## src/rtl/ula_operand_sequencer.sv

```systemverilog
// ula_operand_sequencer: loads two operands into an external enabled adder, holds EN while the sum settles,
// then captures the 9-bit sum and presents it with a valid/ready handshake.
module ula_operand_sequencer #(
    parameter int unsigned SETTLE_CYCLES = 1
) (
    input  logic       clk,
    input  logic       rst_n,
    input  logic [7:0] din,
    input  logic       din_valid,
    output logic       din_ready,
    output logic [7:0] a,
    output logic [7:0] b,
    output logic       EN,
    input  logic [8:0] s,
    output logic [8:0] result,
    output logic       result_valid,
    input  logic       result_ready,
    output logic       busy
);
    typedef enum logic [1:0] {LOAD_A, LOAD_B, DRIVE, HOLD} state_t;

    state_t     state, state_nxt;
    logic [3:0] cnt;
    logic       xfer;

    assign xfer = din_valid && din_ready;

    always_ff @(posedge clk or negedge rst_n) begin
        if (!rst_n) state <= LOAD_A;
        else        state <= state_nxt;
    end

    always_comb begin
        state_nxt    = state;
        EN           = 1'b0;
        result_valid = 1'b0;
        // din_ready is gated by rst_n so nothing is offered while reset is held
        din_ready    = rst_n && (state == LOAD_A || state == LOAD_B);
        busy         = state != LOAD_A;
        case (state)
            LOAD_A: state_nxt = xfer ? LOAD_B : LOAD_A;
            LOAD_B: state_nxt = xfer ? DRIVE : LOAD_B;
            DRIVE: begin
                EN        = 1'b1;
                state_nxt = (cnt == 4'd0) ? HOLD : DRIVE;
            end
            HOLD: begin
                result_valid = 1'b1;
                state_nxt    = result_ready ? LOAD_A : HOLD;
            end
            default: state_nxt = LOAD_A;
        endcase
    end

    always_ff @(posedge clk or negedge rst_n) begin
        if (!rst_n) begin
            a      <= 8'd0;
            b      <= 8'd0;
            result <= 9'd0;
            cnt    <= 4'd0;
        end else begin
            if (state == LOAD_A && xfer) a <= din;
            if (state == LOAD_B && xfer) begin
                b   <= din;
                cnt <= 4'(SETTLE_CYCLES - 1);
            end
            if (state == DRIVE) begin
                if (cnt == 4'd0) result <= s;
                else             cnt    <= cnt - 4'd1;
            end
        end
    end
endmodule

```

## config.mk

```make
export PLATFORM = sky130hd
export DESIGN_NAME = ula_operand_sequencer
export DESIGN_NICKNAME = d
export VERILOG_FILES = /design/src/rtl/ula_operand_sequencer.sv
export SDC_FILE = /design/constraint.sdc
export NUM_CORES = 1
export LEC_CHECK = 0
export BUFFER_PORTS_ARGS = -buffer_cell sky130_fd_sc_hd__buf_2
export CAP_MARGIN = 5
export CORE_AREA = 2 2 51 72
export DETAILED_ROUTE_END_ITERATION = 8
export DIE_AREA = 0 0 53 74
export PLACE_DENSITY = 0.72
export SYNTH_ARGS = -nofsm -noshare
export SYNTH_HDL_FRONTEND = slang
export SYNTH_SLANG_ARGS = --single-unit
```

## constraint.sdc

```tcl
create_clock -name clk -period 1.46 [get_ports clk]
set_clock_uncertainty 0.15 [all_clocks]
set_input_delay 0.073 -clock clk [delete_from_list [all_inputs] [get_ports clk]]
set_output_delay 0.073 -clock clk [all_outputs]
set_load 0.005 [all_outputs]
```

==> flow_metrics.env, run 1 <==
export IMPL_startpoint_type="flip-flop"
export IMPL_post_dp_hpwl_um=2170
export IMPL_p_per_area_mw_per_mm2=2060
export IMPL_fin_ws_ns=-0.142
export IMPL_worstPathRequired_ns=1.48
export IMPL_clk_root_buffer_cell="clkbuf_8"
export IMPL_arrival_ns=1.62
export IMPL_synth_distinct_cells=29
export IMPL_synth_area_mux_share_pct=26.1
export IMPL_start_util_pct=41.7
export IMPL_wl_met3_um=197
export IMPL_grt_pass1_wl_um=5380
export IMPL_ios=50
export IMPL_slowest_delay_ns=0.38
export IMPL_ant_nets=0
export IMPL_synth_top_family_by_area="multiplexers"
export IMPL_synth_top_cell_by_area="dfrtp_1"
export IMPL_ir_worst_vdd_v=0.00117
export IMPL_clock_path_buffers=2
export IMPL_netlist_area_mm2=0.00137
export IMPL_layout_drive_gt1_share_pct=61.2
export IMPL_synth_commonest_cells="dfrtp_1 (31), mux2_4 (15), mux2_1 (10), nand2_1 (6), inv_1 (3)"
export IMPL_yosys_warnings=0
export IMPL_p_total_mw=4.54
export IMPL_min_period_ns=1.60
export IMPL_grtUsageTotal_pct=19.8
export IMPL_viasPerCell=4.82
export IMPL_clk_latency_ns=0.29
export IMPL_critPathBufInv=2
export IMPL_vias=1074
export IMPL_dr_max_layer_used="met4"
export IMPL_wl_um=3350
export IMPL_hold_path_class="in2async"
export IMPL_p_leak_nw=1.13
export IMPL_drtIter0Drc=14
export IMPL_worstSetupEndpointType="flip-flop"
export IMPL_setup_viol=20
export IMPL_clk_pin_slew_ns=0.06
export IMPL_grt_setup_unrepaired="yes"
export IMPL_gp_congestion=0.709
export IMPL_crit_cells=6
export IMPL_fp_dieW_um=53
export IMPL_crit_chain="inv_1 -> ha_2 -> nor3b_4 -> buf_6 -> nand2_8 -> mux2_4"
export IMPL_maxSlewViolCount=0
export IMPL_hold_viol=31
export IMPL_synth_compound_area_share_pct=2.29
export IMPL_violations="hold timing, setup timing"
export IMPL_cpLargestDelayFamily="flip-flops"
export IMPL_wl_met2_um=1810
export IMPL_grt_max_degree=34
export IMPL_status="finished, violations left"
export IMPL_row_count=25
export IMPL_crit_path_max_fanout=5
export IMPL_grt_pass1_vias=1188
export IMPL_wl_per_cell_um=15.0
export IMPL_maxCapViolations=0
export IMPL_syn_to_final_growth_pct=61.2
export IMPL_drt_pass1_iterations=2
export IMPL_synth_top_cell_area_share_pct=56.7
export IMPL_cp_slowest_cell="dfrtp_1"
export IMPL_tightest_slew_ns=0.389
export IMPL_syn_area_per_cell_um2=15.2
export IMPL_critPathKind="reg2reg"
export IMPL_synthXorXnorAreaFrac_pct=0
export IMPL_synth_seq_area_share_pct=56.7
export IMPL_area_sequential_um2=778
export IMPL_fmax_ghz=0.624
export IMPL_whs_ns=-0.254
export IMPL_dieArea_mm2=0.00392
export IMPL_synth_edf_count=0
export IMPL_met1Wirelength_um=1270
export IMPL_io_buffer_count=49
export IMPL_fin_nets=204
export IMPL_async_flop_share_pct=100
export IMPL_fillerInstances=248
export IMPL_synthCells=90
export IMPL_holdBufCountCts=19
export IMPL_core_area_mm2=0.00328
export IMPL_grt_overflow=0
export IMPL_fp_dieH_um=74
export IMPL_cts_tree="yes"
export IMPL_synth_ff_type="dfrtp_1"
export IMPL_synth_nets=112
export IMPL_numCtsBuffers=5
export IMPL_synth_area_leaders="dfrtp_1 (57%), mux2_4 (16%), mux2_1 (8.2%)"
export IMPL_clkSinkCount=31
export IMPL_synthAdderAreaFrac_pct=0.914
export IMPL_place_area_mm2=0.00181
export IMPL_synth_most_common_cell="dfrtp_1"
export IMPL_htreeDepth=2
export IMPL_worst_r2r_cell_count=6
export IMPL_fin_area_mm2=0.00221
export IMPL_post_route_period_util_pct=110
export IMPL_drc=0
export IMPL_diodes=0
export IMPL_antenna_found_initial=0
export IMPL_ys_ff_latch=31
export IMPL_multi_input_area_um2=671
export IMPL_relSlewSlack_pct=74.0
export IMPL_yosys_area_share_simple_pct=11.3
==> kinds of logic (layout without fill, tap and decap cells) <==
logic type | after synthesis | in the layout
AND/OR/NAND/NOR | 21 | 22
flip-flops | 31 | 31
adder cells (fa/ha/maj) | 1 | 1
AO/OA/AOI/OAI | 4 | 4
multiplexers | 27 | 27
buffers and inverters | 6 | 98
==> cell type report <==
cell class | instances | share of cell area [%]
Clock inverter | 1 | 0.227
Multi-Input combinational cell | 54 | 30.4
Timing Repair Buffer | 86 | 27.5
Inverter | 4 | 0.907
Clock buffer | 7 | 3.46
Tap cell | 40 | 2.27
Sequential cell | 31 | 35.3
==> layer usage <==
layer | vias up | track usage (%)
met5 | - | 0
met4 | 0 | 10.3
met3 | 6 | 5.82
met2 | 38 | 35.3
met1 | 525 | 20.4
li1 | 505 | -
==> sequential cells by signal (all words and copies together) (netlist names) <==
register / count
result: 9
a: 8
b: 8
cnt: 4
state: 2
==> stage by stage <==
stage | utilization (%) | setup slack [ns] | std cells | hold slack, ns | setup TNS, ns
after detailed placement | 55.2 | -0.189 | 193 | 0.0391 | -2.79
final | 67.2 | -0.142 | 223 | -0.254 | -2.13
after CTS | 66.4 | -0.142 | 224 | -0.254 | -2.30
after floorplan | - | -0.149 | 90 | -0.373 | -1.60
after global placement | 55.2 | -0.133 | 193 | 0.0305 | -1.96
after global routing | 67.2 | -0.208 | 223 | -0.213 | -3.36
==> worst register-to-register path: stages, from the launching register on <==
cell     delay, ns
dfrtp_1       0.38
inv_1         0.06
ha_2          0.17
nor3b_4       0.18
buf_6         0.16
nand2_8       0.08
mux2_4        0.30
==> report_power, final <==
part           switching, mW  internal (mW)
Clock                  0.303          0.333
Combinational          0.871           1.44
Sequential             0.296           1.30
==> cell usage in the layout (no fill, tap or decap), drive strengths merged <==
master	count
nor2b	1
and2	1
o311ai	1
and3	1
nand3b	1
nand3	1
or2	1
a311o	1
nor2	1
nand2	8
mux2	25
a21boi	1
buf	67
clkbuf	7
clkinv	1
mux2i	2
ha	1
nor4	1
dfrtp	31
nand2b	1
nor3b	1
a21oi	1
dlygate4sd3	19
inv	4
or3	1
nor4bb	1
nand4b	1
nand4	1
==> worst paths after layout <==
path                         from        end  slack, ns
min in group clk            rst_n   state[1]       0.13
setup / recovery           cnt[0]  result[6]      -0.14
setup reg to reg           cnt[0]  result[6]      -0.14
hold reg to reg              b[2]       b[2]       0.35
max in group asynchronous   rst_n   state[1]       1.11
hold / removal              rst_n       a[1]      -0.25
==> timing repair <==
| action | in CTS | in global routing |
|---|---|---|
| pin swaps | 4 | 5 |
| gates cloned | 1 | 0 |
| endpoints found under the setup margin | 30 | 30 |
| gates resized for setup | 15 | 10 |
| hold endpoints to repair | 58 | 31 |
| setup buffers | 4 | 4 |
(Power assumes the default switching activity.)
==> inputs of run 2 (changes only) <==
- ABC_AREA: not set -> 1
==> run 2 against run 1 <==
  * The run now ends clean
  * Non-clock buffer count decreased by 11
  * First-iteration DRC count is 57% higher
  * Global-route usage shrank 0.60 points
  * Critical path type is now in2reg
==> flow_metrics.env, run 2 <==
export IMPL_synth_top_cell_area_share_pct=56.3
export IMPL_layout_drive_gt1_share_pct=38.2
export IMPL_synth_area_leaders="dfrtp_1 (56%), nand2_1 (13%), o21ai_2 (5.1%)"
export IMPL_critPathKind="in2reg"
export IMPL_synth_nets=168
export IMPL_drtIter0Drc=22
export IMPL_clock_power_share_pct=21.5
export IMPL_dieArea_mm2=0.00392
export IMPL_yosys_warnings=0
export IMPL_min_period_ns=1.37
export IMPL_maxSlewViolCount=0
export IMPL_synth_seq_area_share_pct=56.3
export IMPL_final_common_cell="buf_2"
export IMPL_fp_dieH_um=74
export IMPL_reg_top3="result: 9 flops, a: 8 flops, b: 8 flops"
export IMPL_fin_ws_ns=0.0944
export IMPL_numCtsBuffers=5
export IMPL_p_sw_mw=1.42
export IMPL_gp_congestion=0.746
export IMPL_grt_pass1_wl_um=5460
export IMPL_drt_pass1_iterations=4
export IMPL_fin_area_mm2=0.00202
export IMPL_cellInternalPower_mw=2.55
export IMPL_startpoint_type="input pin"
export IMPL_fin_nets=246
export IMPL_synth_top_cell_by_area="dfrtp_1"
export IMPL_hold_path_class="in2async"
export IMPL_syn_to_final_growth_pct=46.9
export IMPL_cts_tree="yes"
export IMPL_syn_area_per_cell_um2=9.44
export IMPL_p_leak_nw=1.08
export IMPL_viasPerCell=4.71
export IMPL_synth_commonest_cells="nand2_1 (47), dfrtp_1 (31), inv_1 (15), o21ai_0 (11), o21ai_2 (8)"
export IMPL_crit_path_max_fanout=12
export IMPL_fp_dieW_um=53
export IMPL_netlist_area_mm2=0.00138
export IMPL_maxCapViolations=0
export IMPL_clk_pin_slew_ns=0.06
export IMPL_power_frac_comb_pct=39.7
export IMPL_grt_pass1_vias=1297
export IMPL_wl_per_cell_um=12.1
export IMPL_worstSetupEndpointType="flip-flop"
export IMPL_dp_cells=236
export IMPL_grtUsageTotal_pct=19.1
export IMPL_synth_ff_type="dfrtp_1"
export IMPL_relSlewSlack_pct=82.7
export IMPL_ir_worst_vdd_v=0.00158
export IMPL_clk_latency_ns=0.28
export IMPL_largest_register_ffs=9
export IMPL_p_per_area_mw_per_mm2=1960
export IMPL_tightest_slew_ns=0.259
export IMPL_post_dp_hpwl_um=2110
export IMPL_ant_nets=0
export IMPL_whs_ns=0.139
export IMPL_clock_path_buffers=2
export IMPL_place_ws_ns=0.0461
export IMPL_wl_um=3200
export IMPL_seq_power_share_pct=38.8
export IMPL_row_count=25
export IMPL_switching_share_pct=35.9
export IMPL_grt_setup_unrepaired="no"
export IMPL_async_flop_share_pct=100
export IMPL_arrival_ns=1.37
export IMPL_clkSinkCount=31
export IMPL_synth_edf_count=0
export IMPL_synth_distinct_cells=22
export IMPL_vias=1249
export IMPL_largest_register="result"
export IMPL_post_route_period_util_pct=93.5
export IMPL_antenna_found_initial=0
export IMPL_worstPathRequired_ns=1.46
export IMPL_fmax_ghz=0.732
export IMPL_status="finished clean"
export IMPL_final_setup_tns_ns=0
export IMPL_grt_max_degree=21
export IMPL_io_buffer_count=49
export IMPL_drc=0
export IMPL_htreeDepth=2
export IMPL_ys_ff_latch=31
export IMPL_most_common_layout_cells="buf_2 (49), nand2_1 (47), dfrtp_1 (30)"
export IMPL_diodes=0
export IMPL_final_cell_count_no_fill=265
export IMPL_place_area_mm2=0.00168
export IMPL_synthCells=146
export IMPL_hold_viol=0
export IMPL_synth_most_common_cell="nand2_1"
export IMPL_clk_root_buffer_cell="clkbuf_8"
export IMPL_ios=50
export IMPL_fin_util_pct=61.6
export IMPL_grt_overflow=0
export IMPL_post_cts_buffers=0
export IMPL_p_total_mw=3.97
export IMPL_setup_viol=0
export IMPL_start_util_pct=41.9
export IMPL_core_area_mm2=0.00328
[run 2: cell types whose count changed after synthesis, moves of 7 or more]
cell,before,now
nand2_1,6,47
o21ai_1,0,7
o21ai_2,0,8
mux2_4,15,0
inv_1,3,15
mux2_1,10,0
o21ai_0,0,11
[run 2: cells by family (layout without fill, tap and decap cells)]
group / after synthesis / in the layout / share of synthesized area, %
and+or+nand+nor: 61 / 62 / 20.7
adders and majority gates: 1 / 1 / 0.908
buffers and inverters: 23 / 101 / 7.99
AOI/OAI and AO/OA: 29 / 29 / 13.4
DFF: 31 / 31 / 56.3
xor gates and xnor gates: 1 / 1 / 0.636
[run 2: area by class of cell]
class,instances,area [um^2]
clock inverter,2,35.0
timing repair buffer,75,494
fill,290,1260
inverter,18,70.1
multi-input combinational,93,514
tap,40,50.0
clock buffer,6,82.6
sequential,31,777
[run 2: final timing paths]
path	endpoint	startpoint	slack (ns)	cells past startpoint
worst max-delay path	b[5]	rst_n	0.09	7
worst min-delay path	state[0]	rst_n	0.14	3
worst max register to register	result[0]	cnt[0]	0.10	6
worst min register to register	a[4]	a[4]	0.33	2
max in group asynchronous	a[3]	rst_n	0.75	3
min in group clk	a[4]	a[4]	0.33	2
[run 2: repair_timing]
item,CTS,global route
setup endpoints to repair,1,20
gates resized for setup,1,8
hold endpoints to repair,58,0
pin swaps,0,1
gates cloned,0,1
hold buffers,20,0
[run 2: per-layer routing]
layer	up-vias	wire [um]	global-route usage [%]
met2	57	1630	36.1
met5	-	0	0
met1	571	1300	18.8
met4	0	43	7.69
li1	617	-	-
met3	4	228	6.02
[run 2: worst max-delay path, cell delays in order]
cell and delay (ns):
dlygate4sd3_1 0.54, buf_2 0.13, buf_6 0.16, nand4_2 0.14, buf_4 0.19, nand2_1 0.05, o21ai_0 0.08
[run 2: power groups by stage]
| stage | logic (mW) | registers (mW) | clock network [mW] |
|---|---|---|---|
| floorplan | 0.873 | 1.55 | 0 |
| global placement | 1.43 | 1.52 | 0 |
| detailed placement | 1.48 | 1.53 | 0 |
| CTS | 1.53 | 1.52 | 0.887 |
| global route | 1.81 | 1.59 | 0.918 |
| finish | 1.58 | 1.54 | 0.856 |
